<file path="src/rtl/te_pkg.sv">
// Shared trace-encoder constants; the branch-map defaults live here.
package te_pkg;
  localparam int unsigned BRANCH_MAP_LEN   = 31;
  localparam int unsigned BRANCH_COUNT_LEN = $clog2(BRANCH_MAP_LEN + 1);
endpackage

</file>
<file path="src/rtl/te_lane_compact.sv">
// Combinational lane compactor: exclusive prefix count of set valid lanes plus
// total popcount, so the j-th set lane (ascending index) gets offset j.
module te_lane_compact #(
  parameter int unsigned N     = 2,
  parameter int unsigned OFF_W = $clog2(N + 1) + 1
) (
  input  logic [N-1:0]            valid_i,
  output logic [N-1:0][OFF_W-1:0] offset_o,
  output logic [OFF_W-1:0]        count_o
);

  logic [OFF_W-1:0] w_run;

  always_comb begin
    w_run    = '0;
    offset_o = '0;
    for (int i = 0; i < int'(N); i++) begin
      offset_o[i] = w_run;
      if (valid_i[i]) w_run = w_run + OFF_W'(1);
    end
    count_o = w_run;
  end

endmodule

</file>
<file path="src/rtl/te_branch_map_multi.sv">
// Multi-lane branch map: packs up to N retired-branch outcomes per cycle into a
// MAP_LEN-bit map in program order, with a conservative ready and flush restart.
module te_branch_map_multi
  import te_pkg::*;
#(
  parameter int unsigned N       = 2,
  parameter int unsigned MAP_LEN = te_pkg::BRANCH_MAP_LEN,
  parameter int unsigned CNT_W   = $clog2(MAP_LEN + 1)
) (
  input  logic               clk_i,
  input  logic               rst_ni,
  input  logic [N-1:0]       valid_i,
  input  logic [N-1:0]       branch_taken_i,
  input  logic               flush_i,
  output logic               ready_o,
  output logic [MAP_LEN-1:0] map_o,
  output logic [CNT_W-1:0]   branches_o,
  output logic               is_full_o,
  output logic               is_empty_o
);

  // One extra bit so free-slot, base+offset and base+k never wrap.
  localparam int unsigned AW = CNT_W + 1;

  logic [MAP_LEN-1:0]   map_q;
  logic [CNT_W-1:0]     cnt_q;

  logic [N-1:0][AW-1:0] w_offset;
  logic [AW-1:0]        w_count;
  logic [AW-1:0]        w_free;
  logic [AW-1:0]        w_base;
  logic [AW-1:0]        w_cnt_sum;
  logic                 w_accept;
  logic [MAP_LEN-1:0]   w_map_d;
  logic [CNT_W-1:0]     w_cnt_d;

  te_lane_compact #(
    .N     (N),
    .OFF_W (AW)
  ) u_compact (
    .valid_i  (valid_i),
    .offset_o (w_offset),
    .count_o  (w_count)
  );

  // Ready uses N rather than popcount(valid_i): no valid->ready path.
  assign w_free     = AW'(MAP_LEN) - {1'b0, cnt_q};
  assign ready_o    = flush_i | (w_free >= AW'(N));
  assign is_full_o  = ~ready_o;
  assign w_accept   = (|valid_i) & ready_o;
  assign w_base     = flush_i ? '0 : {1'b0, cnt_q};
  assign w_cnt_sum  = w_base + w_count;

  always_comb begin
    w_map_d = flush_i ? '0 : map_q;
    w_cnt_d = flush_i ? '0 : cnt_q;
    if (w_accept) begin
      w_cnt_d = w_cnt_sum[CNT_W-1:0];
      // Masked scatter: each map bit picks up the lane that lands on it.
      for (int b = 0; b < int'(MAP_LEN); b++) begin
        for (int i = 0; i < int'(N); i++) begin
          if (valid_i[i] && ((w_base + w_offset[i]) == AW'(b))) begin
            w_map_d[b] = ~branch_taken_i[i];
          end
        end
      end
    end
  end

  always_ff @(posedge clk_i or negedge rst_ni) begin
    if (!rst_ni) begin
      map_q <= '0;
      cnt_q <= '0;
    end else begin
      map_q <= w_map_d;
      cnt_q <= w_cnt_d;
    end
  end

  assign map_o      = map_q;
  assign branches_o = cnt_q;
  assign is_empty_o = (cnt_q == '0);

endmodule

</file>
<file path="config.mk">
export PLATFORM = sky130hd
export DESIGN_NAME = te_branch_map_multi
export DESIGN_NICKNAME = d
export VERILOG_FILES = /design/src/rtl/te_pkg.sv /design/src/rtl/te_lane_compact.sv /design/src/rtl/te_branch_map_multi.sv
export SDC_FILE = /design/constraint.sdc
export NUM_CORES = 1
export LEC_CHECK = 0
export ABC_AREA = 1
export ABC_CLOCK_PERIOD_IN_PS = 3000
export CORE_UTILIZATION = 46
export CTS_BUF_LIST = sky130_fd_sc_hd__clkbuf_8
export CTS_CLUSTER_DIAMETER = 120
export DETAILED_ROUTE_END_ITERATION = 6
export PLACE_DENSITY = 0.69
export SYNTH_ARGS = -nofsm -noshare
export SYNTH_HDL_FRONTEND = slang
export SYNTH_HIERARCHICAL = 1
export SYNTH_SLANG_ARGS = --single-unit
</file>
<file path="constraint.sdc">
create_clock -name clk_i -period 3 [get_ports clk_i]
set_clock_uncertainty 0.15 [all_clocks]
set_input_delay 0.3 -clock clk_i [delete_from_list [all_inputs] [get_ports clk_i]]
set_output_delay 0.3 -clock clk_i [all_outputs]
set_load 0.02 [all_outputs]
</file>
==> impl_results.md, run 1 <==
* Wire length per cell at around 14 um
* R2r setup slk at between 0.5 and 0.6 ns
* Sink Count at 36
* Critical path class: input pin to output pin
* Layout Nets at between 700 and 800
* Synthesis Warnings at 6
* CP Data Arrival Time at approximately 2.2 ns
* Global Route Usage Sum at 0.283
* Setup crit start kind: input pin
* Peak fanout along the critical path at 12
* Peak supply drop at between 0.2 and 0.25 mV
* Core ar. at 8220 um2
* Hold worst-path end: map_o[18]
* Die area at 8840 um2
* DIE WIDTH at between 90 and 100 um
* Critical Path End Type: output pin
* Setup Buffers After CTS at 0
* Final Hold Fails at 0
* Pre-antenna DRT Iters at 5
* First-pass GRT wire length at a little under 20,000 um
* Max-cap violations at 0
* Clock root buffer: clkbuf_8
* N_diodes at 0
* Tot Pwr at between 0.0015 and 0.002 W
* Final setup margin at around 0.34 ns
* Final worst path period share at 0.885
* CTS tree: built
* F_max at 0.377 GHz
* H-tree depth at 2
* Reg-to-Reg End: map_o[9]
* # setup viols final at 0
* Depth of the most critical reg-to-reg path at 16
* Post-DP Area at around 4500 um2
* Die height at about 94 um
* Status: complete, no violations
* Top cell family by delay on the critical path: buffers and inverters
* Slew Limit Fails at 0
* Setup_tns at 0 ns
* CP bufs+invs at 5
* Post-route minimum period at between 2 and 3 ns
* Top Ports at between 40 and 50
* Clk buf depth at 2
* Worst Hold Depth at 2
* Share of cells above drive strength 1 at 0.112
* PwrDens at between 400 and 500 nW/um2
* Design area at between 4000 and 5000 um2
* Syn Std Cell Area at roughly 3900 um2
* Worst-margin pin slew at 0.871 ns
* Reg2reg start: branches_o[2]
* Routability cong. at slightly below 1
* Inserted Clock Buffers at 5
* Post-detail-place hpwl at 8840 um
* Worst Path Required at roughly 2.6 ns
* Slowest cell on crit path: clkdlybuf4s50_1
* Clock Latency Late Sink at 0.30 ns
* Antenna violations before repair at 0
* Slew margin rel. at 0.420
* Avg Vias per Cell at around 5.2
* DR vias at roughly 4,300
* Largest net degree at the start of global routing at 37
* Clock transition at path regs at 0.08 ns
* Hold_sp: map_o[18]
* Worst path cell trace: clkdlybuf4s50_1, buf_4, inv_6, buf_4, nand2_4, nor4_2, clkdlybuf4s50_1
* Hold Crit Class: flip-flop to flip-flop
* Starting DRT DRC Count at around 210
* GR Overflow Total at 0
* Slowest Stage Delay on Critical Path at slightly below 0.7 ns
* Antenna-violating nets left at 0
* Static leakage at ~2.4 nW
* Initial Utilization at 0.474
* DP Worst Slack at 0.0814 ns
* Avg Inst Size Synth at just under 6 um2
* Row count at 33
* Final WL at 11,700 um
* RSZ-0062 raised after global routing: false
* Port buffer count at 45
* Area growth syn-to-layout at 19.6%
* Cts hold-fix bufs at 1
* Vias in the first global route at ~4,000
* DRC viols at 0
* Resize count post-CTS at 0
* Post-Synthesis Cells at 660
## metrics by stage
step	hold WS, ns	cells	util
global placement	0.315	820	0.552
global route	0.421	829	0.567
CTS	0.395	829	0.567
floorplan	-0.146	673	-
detailed placement	0.323	820	0.552
finish	0.387	829	0.567
## layout by cell type (no fill, tap or decap), drive strengths merged
cell / count
a31oi: 1
nand3: 105
o22ai: 2
inv: 100
nor3: 4
conb: 14
dfrtp: 36
dlygate4sd3: 1
nand4: 13
clkinv: 1
xor2: 1
nand3b: 18
ha: 10
nor4: 1
and3: 1
or2: 2
nor2: 73
nand2: 213
a21oi: 21
buf: 35
bufinv: 1
o21ai: 11
clkbuf: 5
o21bai: 10
xnor2: 1
clkdlybuf4s50: 44
## sequential cells by signal, summed over array words and instances (netlist names)
name        count
branches_o      5
map_o          31
## power by group
part | switching [W] | internal (W)
registers | 0.0000337 | 0.000523
logic | 0.000661 | 0.000324
clock network | 0.000204 | 0.000244
total | 0.000898 | 0.00109
## worst register-to-register path: cells and delay by family (launching register included)
family	cells	cell delay, ns
AND/OR/NAND/NOR	10	0.98
flip-flops	1	0.43
buffers and inverters	3	0.36
adder cells (fa/ha/maj)	1	0.30
AO/OA/AOI/OAI	2	0.16
## layer usage
metal  track usage  wire [um]  part of all wire  vias to the layer above
met3        0.0405        616             0.053                       19
li1              -          -                 -                     2197
met2         0.457       5250              0.45                      132
met1         0.386       5570              0.48                     1987
met5             0          0                 0                        -
met4        0.0949        283             0.024                        0
## worst max-delay path by stage
stage / cells past startpoint / slack (ns) / from / end
CTS: 7 / 0.34 / flush_i / is_full_o
global placement: 23 / 0.16 / flush_i / map_o[10]
floorplan: 12 / 0.33 / flush_i / map_o[11]
finish: 7 / 0.34 / flush_i / is_full_o
detailed placement: 23 / 0.08 / flush_i / map_o[10]
global route: 23 / 0.09 / flush_i / map_o[14]
## final cells by class
| class | instances | area (um2) |
|---|---|---|
| sequential | 36 | 901 |
| multi-input combinational | 501 | 2430 |
| clock buffer | 5 | 68.8 |
| inverter | 99 | 377 |
| tap | 105 | 131 |
| fill | 858 | 3560 |
| timing repair buffer | 80 | 711 |
| clock inverter | 3 | 38.8 |
Power figures use the tool's default switching activity.
==> run 2, diff against run 1 <==
Settings changed: CAP_MARGIN set to 15, PLACE_DENSITY 0.69 to 0.68.
==> impl_results.md, run 2 (synthesized netlist as in run 1, its figures left out) <==
* CTS tree: built
* Peak supply drop at 0.250 mV (+15%)
* RSZ-0062 raised after global routing: false
* Critical Path End Type: flip-flop
* Worst-margin pin slew at 0.859 ns (-0.0120 ns)
* Share of cells above drive strength 1 at 0.101 (-0.0112)
* Setup crit start kind: input pin
* Routability cong. at 0.942 (-2.1%)
* Final worst path period share at 0.891 (+0.00545)
* Clk buf depth at 2 (unchanged)
* Pre-antenna DRT Iters at 6 (+1)
* Max-cap violations at 0 (unchanged)
* Post-detail-place hpwl at 8480 um (-4.0%)
* Top cell family by delay on the critical path: simple AND/OR/NAND/NOR gates
* Status: complete, no violations
* # setup viols final at 0 (unchanged)
* Worst Hold Depth at 2 (unchanged)
* Area growth syn-to-layout at 18.1%
* Port buffer count at 45 (unchanged)
* Depth of the most critical reg-to-reg path at 13 (-3)
* F_max at 0.374 GHz (-0.61%)
* Slew margin rel. at 0.428 (+0.00800)
* Slowest cell on crit path: clkdlybuf4s50_1
* Initial Utilization at 0.474 (unchanged)
* Worst Setup SP: flush_i
* Slew Limit Fails at 0 (unchanged)
* GR Overflow Total at 0 (unchanged)
* Die area at 8840 um2 (unchanged)
* Slowest Stage Delay on Critical Path at 0.51 ns (-0.17 ns)
* Avg Vias per Cell at 5.24 (+0.14%)
* Commonest non-fill, non-tap cell in the layout: nand2_1
* Peak fanout along the critical path at 8 (-4)
* Clock root buffer: clkbuf_8
* Antenna violations before repair at 0 (unchanged)
* Starting DRT DRC Count at 291 (+37%)
* Die height at 94.0 um (unchanged)
* Reg2reg start: branches_o[2]
* Vias in the first global route at 3,982 (-1.8%)
* Max FFs per register at 31 (unchanged)
* Worst path cell trace: clkdlybuf4s50_1, buf_12, inv_6, nand2_2, nand2_1, nand2_1, inv_1, ha_1, inv_1, nand2_1, nand2_1, nand2_1, inv_1, nand3_1, nor2_1, inv_1, nor2_2, nand2_1, nand2_1, inv_1, nand2_1, nand2_1
* Setup_tns at 0 ns (unchanged)
* R2r setup slk at 0.46 ns (-0.05 ns)
* Worst hold slack at 0.393 ns (+0.00555 ns)
* DRC viols at 0 (unchanged)
* Static leakage at 2.34 nW (-1.7%)
* CP Data Arrival Time at 2.71 ns (+0.50 ns)
* Top Ports at 46 (unchanged)
* First-pass GRT wire length at 18,900 um (-3.0%)
* PwrDens at 426 nW/um2 (-0.22%)
* Hold worst-path end: map_o[16]
* Antenna-violating nets left at 0 (unchanged)
* N_diodes at 0 (unchanged)
* Hold Crit Class: flip-flop to flip-flop
* Clock Latency Late Sink at 0.29 ns (about the same)
* Post-route minimum period at 2.67 ns (+0.0163 ns)
* Global Route Usage Sum at 0.276 (-0.00776)
* Commonest non-fill, non-tap cells in the layout: 199 x nand2_1, 102 x nand3_1, 91 x inv_1, 66 x nor2_1, 44 x clkdlybuf4s50_1
* Critical path class: input pin to flip-flop
* Wire length per cell at 14.0 um (-1.3%)
* DR vias at 4,294 (-0.95%)
* Cell mode on critical path: nand2_1
* CP bufs+invs at 8 (+3)
* Reg-to-Reg End: map_o[5]
* Core ar. at 8220 um2 (unchanged)
* Layout Nets at 731 (-1.2%)
* Setup Buffers After CTS at 0 (unchanged)
* Row count at 33 (unchanged)
* DIE WIDTH at 94.0 um (unchanged)
* Worst Path Required at 3.04 ns (+0.49 ns)
* Largest net degree at the start of global routing at 37 (unchanged)
* Final Hold Fails at 0 (unchanged)
* Hold_sp: map_o[16]
* Sink Count at 36 (unchanged)
* Final WL at 11,400 um (-2.3%)
* H-tree depth at 2 (unchanged)
* Clock transition at path regs at 0.07 ns (about the same)
* Inserted Clock Buffers at 5 (unchanged)
-- run 2: cell count changes in the layout (fill, tap and decap cells not counted), sizes merged --
cell and delta:
buf -9
-- run 2: report_power, final --
| part | internal, W | switching (W) |
|---|---|---|
| sequential | 0.000523 | 0.0000342 |
| combinational | 0.000317 | 0.000645 |
| clock | 0.000244 | 0.000198 |
| total | 0.00108 | 0.000877 |
-- run 2: worst register-to-register path, cell delays in order (launching register included) --
cell	delay [ns]
dfrtp_1	0.42
inv_1	0.14
nor2_4	0.07
ha_1	0.29
inv_1	0.08
a21oi_1	0.05
o21ai_1	0.12
nand3_1	0.18
a21oi_2	0.40
nand2_1	0.14
nor2_1	0.18
a21oi_1	0.08
nand2_1	0.08
nand2_1	0.05
-- run 2: what timing repair did --
item | CTS | global route
hold buffers | 1 | 0
endpoints found under the hold margin | 18 | 0
resized for setup | 0 | 0
-- run 2: worst max path at each step --
stage                           end  slack (ns)  cells past startpoint
after floorplan           map_o[11]        0.33                     12
after global placement    map_o[15]        0.11                     19
after detailed placement  map_o[15]        0.07                     21
after CTS                 map_o[15]        0.38                     21
after global routing      map_o[13]        0.07                     22
final                     map_o[13]        0.33                     22
-- run 2: per-layer routing --
| layer | share of wire | global-route usage |
|---|---|---|
| met1 | 0.47 | 0.378 |
| met2 | 0.44 | 0.431 |
| met3 | 0.060 | 0.0413 |
| met4 | 0.027 | 0.113 |
| met5 | 0 | 0 |
-- run 2: area by class of cell --
class	instances	area (um2)
sequential	36	901
inverter	99	377
clock buffer	5	68.8
clock inverter	3	38.8
fill	795	3610
tap	105	131
multi-input combinational	501	2430
timing repair buffer	71	656
-- run 2: through the flow --
| step | util | std cells | total power (W) | setup WS, ns | instance area [um2] |
|---|---|---|---|---|---|
| floorplan | - | 673 | 0.00120 | 0.328 | 3940 |
| global placement | 0.546 | 811 | 0.00149 | 0.107 | 4480 |
| detailed placement | 0.546 | 811 | 0.00150 | 0.0686 | 4480 |
| CTS | 0.560 | 820 | 0.00195 | 0.378 | 4600 |
| global route | 0.560 | 820 | 0.00209 | 0.0739 | 4600 |
| finish | 0.560 | 820 | 0.00196 | 0.328 | 4600 |
